<file path="src/rtl/wavelink_bus_pkg.sv">
// Shared Avalon-MM definitions for the wavelink fabric: arbiter states, error word, default widths.
package wavelink_bus_pkg;

   typedef enum logic [1:0] {
      StIdle,
      StGrant,
      StRdwait
   } arb_state_e;

   localparam logic [31:0] AVMM_ERR_DATA = 32'hDEADBEEF;
   localparam int unsigned AVMM_AW       = 16;
   localparam int unsigned AVMM_DW       = 32;

endpackage

</file>
<file path="src/rtl/wavelink_avmm_arbiter.sv">
// Two-master, one-slave Avalon-MM arbiter: round-robin grant, one transaction in flight,
// reads bounded by a timeout that returns ERR_DATA so a dead slave cannot hang a master.
module wavelink_avmm_arbiter
   import wavelink_bus_pkg::*;
#(
   parameter int unsigned AW          = AVMM_AW,
   parameter int unsigned DW          = AVMM_DW,
   parameter int unsigned TIMEOUT_CYC = 256,
   parameter logic [31:0] ERR_DATA    = AVMM_ERR_DATA
) (
   input  logic            clk,
   input  logic            reset,
   input  logic [AW-1:0]   m0_address,
   input  logic            m0_read,
   input  logic            m0_write,
   input  logic [DW-1:0]   m0_writedata,
   input  logic [DW/8-1:0] m0_byteenable,
   output logic            m0_waitrequest,
   output logic [DW-1:0]   m0_readdata,
   output logic            m0_readdatavalid,
   input  logic [AW-1:0]   m1_address,
   input  logic            m1_read,
   input  logic            m1_write,
   input  logic [DW-1:0]   m1_writedata,
   input  logic [DW/8-1:0] m1_byteenable,
   output logic            m1_waitrequest,
   output logic [DW-1:0]   m1_readdata,
   output logic            m1_readdatavalid,
   output logic [AW-1:0]   s_address,
   output logic            s_read,
   output logic            s_write,
   output logic [DW-1:0]   s_writedata,
   output logic [DW/8-1:0] s_byteenable,
   input  logic            s_waitrequest,
   input  logic [DW-1:0]   s_readdata,
   input  logic            s_readdatavalid,
   output logic            owner,
   output logic            timeout_pulse
);

   localparam int unsigned   CW       = $clog2(TIMEOUT_CYC);
   localparam logic [CW-1:0] TMO_LAST = CW'(TIMEOUT_CYC - 1);
   localparam logic [DW-1:0] ERR_WORD = DW'(ERR_DATA);

   arb_state_e          state_q, state_d;
   logic                owner_q, owner_d;
   logic                rr_next_q, rr_next_d;
   logic [CW-1:0]       cnt_q, cnt_d;

   logic                req0, req1;
   logic                sel_rd, sel_wr;
   logic [AW-1:0]       sel_addr;
   logic [DW-1:0]       sel_wdata;
   logic [DW/8-1:0]     sel_be;
   logic                rd_valid;
   logic [DW-1:0]       rd_data;

   assign req0      = m0_read | m0_write;
   assign req1      = m1_read | m1_write;
   // read & write together from one master is treated as a write
   assign sel_wr    = owner_q ? m1_write : m0_write;
   assign sel_rd    = (owner_q ? m1_read : m0_read) & ~sel_wr;
   assign sel_addr  = owner_q ? m1_address : m0_address;
   assign sel_wdata = owner_q ? m1_writedata : m0_writedata;
   assign sel_be    = owner_q ? m1_byteenable : m0_byteenable;
   assign owner     = owner_q;

   always_comb begin
      state_d        = state_q;
      owner_d        = owner_q;
      rr_next_d      = rr_next_q;
      cnt_d          = cnt_q;
      s_address      = '0;
      s_read         = 1'b0;
      s_write        = 1'b0;
      s_writedata    = '0;
      s_byteenable   = '0;
      m0_waitrequest = 1'b1;
      m1_waitrequest = 1'b1;
      rd_valid       = 1'b0;
      rd_data        = '0;
      timeout_pulse  = 1'b0;

      unique case (state_q)
         StIdle: begin
            if (req0 || req1) begin
               owner_d = (req0 && req1) ? rr_next_q : req1;
               state_d = StGrant;
            end
         end
         StGrant: begin
            s_address    = sel_addr;
            s_read       = sel_rd;
            s_write      = sel_wr;
            s_writedata  = sel_wdata;
            s_byteenable = sel_be;
            if (owner_q) m1_waitrequest = s_waitrequest;
            else         m0_waitrequest = s_waitrequest;
            if (!sel_rd && !sel_wr) begin
               state_d = StIdle;
            end else if (!s_waitrequest) begin
               if (sel_wr) begin
                  state_d   = StIdle;
                  rr_next_d = ~owner_q;
               end else begin
                  state_d = StRdwait;
                  cnt_d   = '0;
               end
            end
         end
         StRdwait: begin
            cnt_d = cnt_q + CW'(1);
            // real data wins over a coinciding timeout
            if (s_readdatavalid) begin
               rd_valid  = 1'b1;
               rd_data   = s_readdata;
               state_d   = StIdle;
               rr_next_d = ~owner_q;
            end else if (cnt_q == TMO_LAST) begin
               rd_valid      = 1'b1;
               rd_data       = ERR_WORD;
               timeout_pulse = 1'b1;
               state_d       = StIdle;
               rr_next_d     = ~owner_q;
            end
         end
         default: state_d = StIdle;
      endcase

      m0_readdatavalid = rd_valid & ~owner_q;
      m1_readdatavalid = rd_valid & owner_q;
      m0_readdata      = m0_readdatavalid ? rd_data : '0;
      m1_readdata      = m1_readdatavalid ? rd_data : '0;
   end

   always_ff @(posedge clk) begin
      if (reset) begin
         state_q   <= StIdle;
         owner_q   <= 1'b0;
         rr_next_q <= 1'b0;
         cnt_q     <= '0;
      end else begin
         state_q   <= state_d;
         owner_q   <= owner_d;
         rr_next_q <= rr_next_d;
         cnt_q     <= cnt_d;
      end
   end

endmodule

</file>
<file path="config.mk">
export PLATFORM = sky130hd
export DESIGN_NAME = wavelink_avmm_arbiter
export DESIGN_NICKNAME = d
export VERILOG_FILES = /design/src/rtl/wavelink_bus_pkg.sv /design/src/rtl/wavelink_avmm_arbiter.sv
export SDC_FILE = /design/constraint.sdc
export NUM_CORES = 1
export LEC_CHECK = 0
export ABC_AREA = 1
export CORE_AREA = 2 2 103 105
export DETAILED_ROUTE_END_ITERATION = 10
export DIE_AREA = 0 0 105 107
export PLACE_DENSITY = 0.67
export REMOVE_ABC_BUFFERS = 1
export SLEW_MARGIN = 20
export SYNTH_ARGS = -nofsm -noshare
export SYNTH_HDL_FRONTEND = slang
export SYNTH_SLANG_ARGS = --single-unit
</file>
<file path="constraint.sdc">
create_clock -name clk -period 3.62 [get_ports clk]
set_clock_uncertainty 0.2 [all_clocks]
set_input_delay 0.724 -clock clk [delete_from_list [all_inputs] [get_ports clk]]
set_output_delay 0.724 -clock clk [all_outputs]
set_load 0.02 [all_outputs]
</file>
; ---- Word level (Yosys, flattened, before mapping)
; Index checks and enable logic that the tools add are counted.
[word_totals]
latch_bits = 0
mem_count = 0
rom_bits = 0
mem_bits_rw = 0
reg_bits = 12
[op_classes]
n_mux = 42
bitwise = 7
addsub = 1
mul = 0
eq_ne = 10
div_mod_pow = 0
reduce_logical = 11
magnitude_cmp = 0
shift = 0
[ops]
columns = op, count
row1 = $mux W32, 7
row2 = $mux W16, 2
row3 = $mux W8, 3
row4 = $mux W1, 19
row5 = $pmux W8 S2, 1
row6 = $mux W2, 6
row7 = $ne A2 B2 Y1 const B, 5
row8 = $add A8 B1 Y8 const B, 1
row9 = $eq A8 B8 Y1 const B, 1
row10 = $mux W4, 2
row11 = $ne A3 B3 Y1 const B, 2
row12 = $pmux W2 S3, 1
row13 = $reduce_and A5 Y1, 1
row14 = $reduce_and A4 Y1, 1
row15 = $and A1 B1 Y1, 3
row16 = $reduce_and A3 Y1, 1
row17 = $eq A2 B1 Y1 const B, 1
row18 = $eq A2 B2 Y1 const B, 1
row19 = $logic_and A1 B1 Y1, 2
row20 = $logic_not A1 Y1, 2
row21 = $logic_not A2 Y1, 1
row22 = $not A1 Y1, 2
row23 = $or A1 B1 Y1, 2
row24 = $pmux W1 S2, 1
row25 = 3 further kinds, 3

; ---- Depth between registers and ports, before layout
[depth]
ltp_word = 7
ltp_mapped = 9
ltp_nobuf = 9

; ---- Worst setup path before layout
; OpenSTA, ideal clock, no wires.
[synth_path]
path_type = reg-to-output
start = register cnt_q[0]
end = output m1_readdata[0]
required_time_ps = 2696
path_slack_ps = 1204
arrival_ps = 1492
stages_incl_launch_ff = 9
cell_sequence = dfxtp_1 -> ha_1 -> nand2_1 -> nor2_2 -> nand2_1 -> nand2_1 -> nand3_2 -> buf_4 -> nor2_1
[synth_via]
elab_chain_len = 6
elab_cells_between_ends = 9
classes_between = eq/ne: 1 / mux: 7 / bitwise: 1
[synth_lines]
columns = element, line_no
row1 = from (decl), wavelink_avmm_arbiter.sv:48  ; logic [CW-1:0] cnt_q, cnt_d;
row2 = from (signal assigned), wavelink_avmm_arbiter.sv:146  ; cnt_q <= cnt_d;
row3 = $eq A8 B8 Y1 (*), wavelink_avmm_arbiter.sv:119  ; end else if (cnt_q == TMO_LAST) begin
row4 = $mux W1, wavelink_avmm_arbiter.sv:119
row5 = $mux W1, wavelink_avmm_arbiter.sv:114  ; if (s_readdatavalid) begin
row6 = $mux W1, wavelink_avmm_arbiter.sv:84  ; unique case (state_q)
row7 = $and A1 B1 Y1, wavelink_avmm_arbiter.sv:131  ; m1_readdatavalid = rd_valid & owner_q;
row8 = $mux W32 (*), wavelink_avmm_arbiter.sv:133  ; m1_readdata = m1_readdatavalid ? rd_data : '0;
row9 = to (decl), wavelink_avmm_arbiter.sv:27  ; output logic [DW-1:0] m1_readdata,
; Every way passes the cells marked *; elsewhere a longest branch is shown, timed or not.

; ---- Worst setup path in the final report
[layout_path]
start = input s_readdatavalid
end = output m0_readdata[8]
[layout_via]
elab_chain_len = 4
elab_cells_between_ends = 6
classes_between = mux: 5 / bitwise: 1
[layout_lines]
columns = element, line_no
row1 = from (decl), wavelink_avmm_arbiter.sv:36  ; input logic s_readdatavalid,
row2 = $mux W1, wavelink_avmm_arbiter.sv:114
row3 = $mux W1, wavelink_avmm_arbiter.sv:84
row4 = $and A1 B1 Y1, wavelink_avmm_arbiter.sv:130  ; m0_readdatavalid = rd_valid & ~owner_q;
row5 = $mux W32 (*), wavelink_avmm_arbiter.sv:132  ; m0_readdata = m0_readdatavalid ? rd_data : '0;
row6 = to (decl), wavelink_avmm_arbiter.sv:19  ; output logic [DW-1:0] m0_readdata,
; Marked as above.

==> flow_summary.toml <==
[run_status]
status = "completed"

[yosys]
syn_area_um2 = 1980
ys_types = 26
avgSynthCellArea_um2 = 4.91
synth_seq_area_share_pct = 12.1
syn_inst = 403
yosys_register_bits = 12
yosysWarnings = 0

[global_routing]
grt_max_degree = 61
antenna_found_initial = 0
grt_usage_pct = 18.1
overflow = 0
grt_pass1_wl_mm = 16.9
grt_pass1_vias = 3398

[timing]
final-setup-viol-count = 0
worstMarginPinSlew_ps = 888
period_share_pct = 95.3
maxSlewViolCount = 0
timing.fmax_ghz = 0.290
final.setup.tns_ps = 0
rsz0062_at_grt = "no"
whs_ps = 282
period_needed_ps = 3450
relSlewSlack_pct = 40.7
finalHoldViolCount = 0

[routing]
route.detailed.drc = 0
dr.pass1.iters = 6
routed_wl_mm = 10.8
viasPerCell = 4.40
detail_route.wl_per_cell_um = 13.7
drt_iter0_markers = 229
postRouteAntennaNets = 0
vias = 3479

[power]
internal_power_mw = 0.496
ir_worst_vdd_mv = 0.0947
p_comb_share_pct = 67.7
p_per_area_nw_per_um2 = 168
p_sw_share_pct = 38.7
pwr-share-clk_pct = 14.9
power.leakage_nw = 1.95
switching_power_mw = 0.313
seqPwrFrac_pct = 17.4
total_power_mw = 0.809

[worst_hold_path]
hold_class = "flip-flop to flip-flop"
min_path_cells = 2
hold_path_end = "rr_next_q"
hold_start = "rr_next_q"

[cells_and_area]
antennaDiodeCount = 0
drive_gt1_share_pct = 5.96
fin_nets = 801
final_cell_mix = "267 x clkdlybuf4s50_1, 144 x nand2_1, 83 x nor2_1, 63 x a21oi_1, 20 x inv_1"
layout_commonest_cell = "clkdlybuf4s50_1"
fin_area_um2 = 4820
area_growth_pct = 143

[cts]
postCtsSetupBuffers = 0
cts-resized-gates = 0
insertion_delay_ps = 240
cts_num_sinks = 12
cts_buffers = 3
htreeDepth = 1
clock_path_buffers = 2
ctsHoldBuffers = 0
clkTransAtPathRegs_ps = 50
cts_root_buf = "clkbuf_8"
tritoncts = "yes"

[floorplan]
fp.dieH_um = 107
die-area_um2 = 11200
start_util_pct = 19.6
io_pins = 268
core_area_um2 = 10100
std_cell_rows = 37
fp.dieW_um = 105

[worst_setup_path]
path_class = "primary input to output pin"
cp.required_ps = 2700
start_kind = "primary input"
reg2reg_setup_slack_ps = 1660
cp.arrival_ps = 2530
regToRegEndpoint = "cnt_q[2]"
r2r-start = "state_q[1]"
critical_path_peak_fanout = 18
reg2regPathDepth = 7
end_kind = "output pin"

[place]
dp_hpwl_mm = 8.70
gp_congestion = 0.834
place_area_um2 = 4780
numPortBuffers = 267

[job]
maxCapViolCount = 0
registers in the layout, summed over array words and instances, names as in the netlist:
register,count
rr_next_q,1
owner,1
cnt_q,8
state_q,2
how the worst max path moves through the flow:
stage	startpoint	end	slack, ps	cells after the start
detailed placement	s_readdatavalid	m0_readdata[14]	160	7
floorplan	owner	m0_readdata[14]	-130	3
finish	s_readdatavalid	m0_readdata[8]	170	7
global placement	s_readdatavalid	m0_readdata[8]	170	7
global route	s_readdatavalid	m0_readdata[4]	40	7
CTS	s_readdatavalid	m0_readdata[8]	150	7
power by group through the flow:
| stage | clock network [mW] | registers (mW) | logic, mW |
|---|---|---|---|
| global route | 0.130 | 0.142 | 0.589 |
| global placement | 0 | 0.144 | 0.543 |
| detailed placement | 0 | 0.144 | 0.548 |
| floorplan | 0 | 0.153 | 0.211 |
| finish | 0.120 | 0.141 | 0.548 |
| CTS | 0.124 | 0.141 | 0.551 |
critical path, cell delays in order:
cell             delay [ps]
clkdlybuf4s50_1         550
inv_2                    50
nand2_1                 100
nand3_2                  80
buf_4                   230
nor3_1                  160
clkdlybuf4s50_1         630
cells by family after synthesis:
family	after synthesis	synth area share, %
simple gates	271	58.4
compound gates	67	17.4
buf+inv	52	11.4
flops	12	12.1
fa+ha+maj	1	0.632
layer usage:
metal  GRT usage, %  vias to the layer above  share of wire (%)
met5              0                        -                  0
met4           5.24                        0                2.0
met3           4.92                       16                9.5
met2           33.3                      179                 49
met1           20.2                     1510                 39
li1               -                     1774                  -
stage by stage:
step           util [%]  setup slack (ps)  instances
2_1_floorplan         -              -126        376
3_3_place_gp       47.3               170        787
3_5_place_dp       47.3               164        787
4_1_cts            47.7               150        790
5_1_grt            47.7              44.9        790
6_report           47.7               170        790
Yosys cell counts, drive strengths merged:
library cell / n / area, um^2
a21oi: 64 / 324
buf: 14 / 83.8
clkbuf: 13 / 48.8
dfxtp: 12 / 240
ha: 1 / 12.5
inv: 25 / 93.8
nand2: 146 / 558
nand3: 15 / 85.1
nand3b: 2 / 15.0
nand4: 1 / 6.26
nor2: 87 / 337
nor3: 16 / 130
o21ai: 1 / 5.00
o21bai: 1 / 7.51
o221ai: 1 / 8.76
or2: 4 / 25.0
area by class of cell:
cell class                      instances  area (um^2)
Fill cell                            1024         5270
Timing Repair Buffer                  275         2760
Tap cell                              136          170
Sequential cell                        12          241
Multi-Input combinational cell        339         1510
Inverter                               25         93.8
Clock buffer                            3         41.3
(Power assumes the default switching activity.)
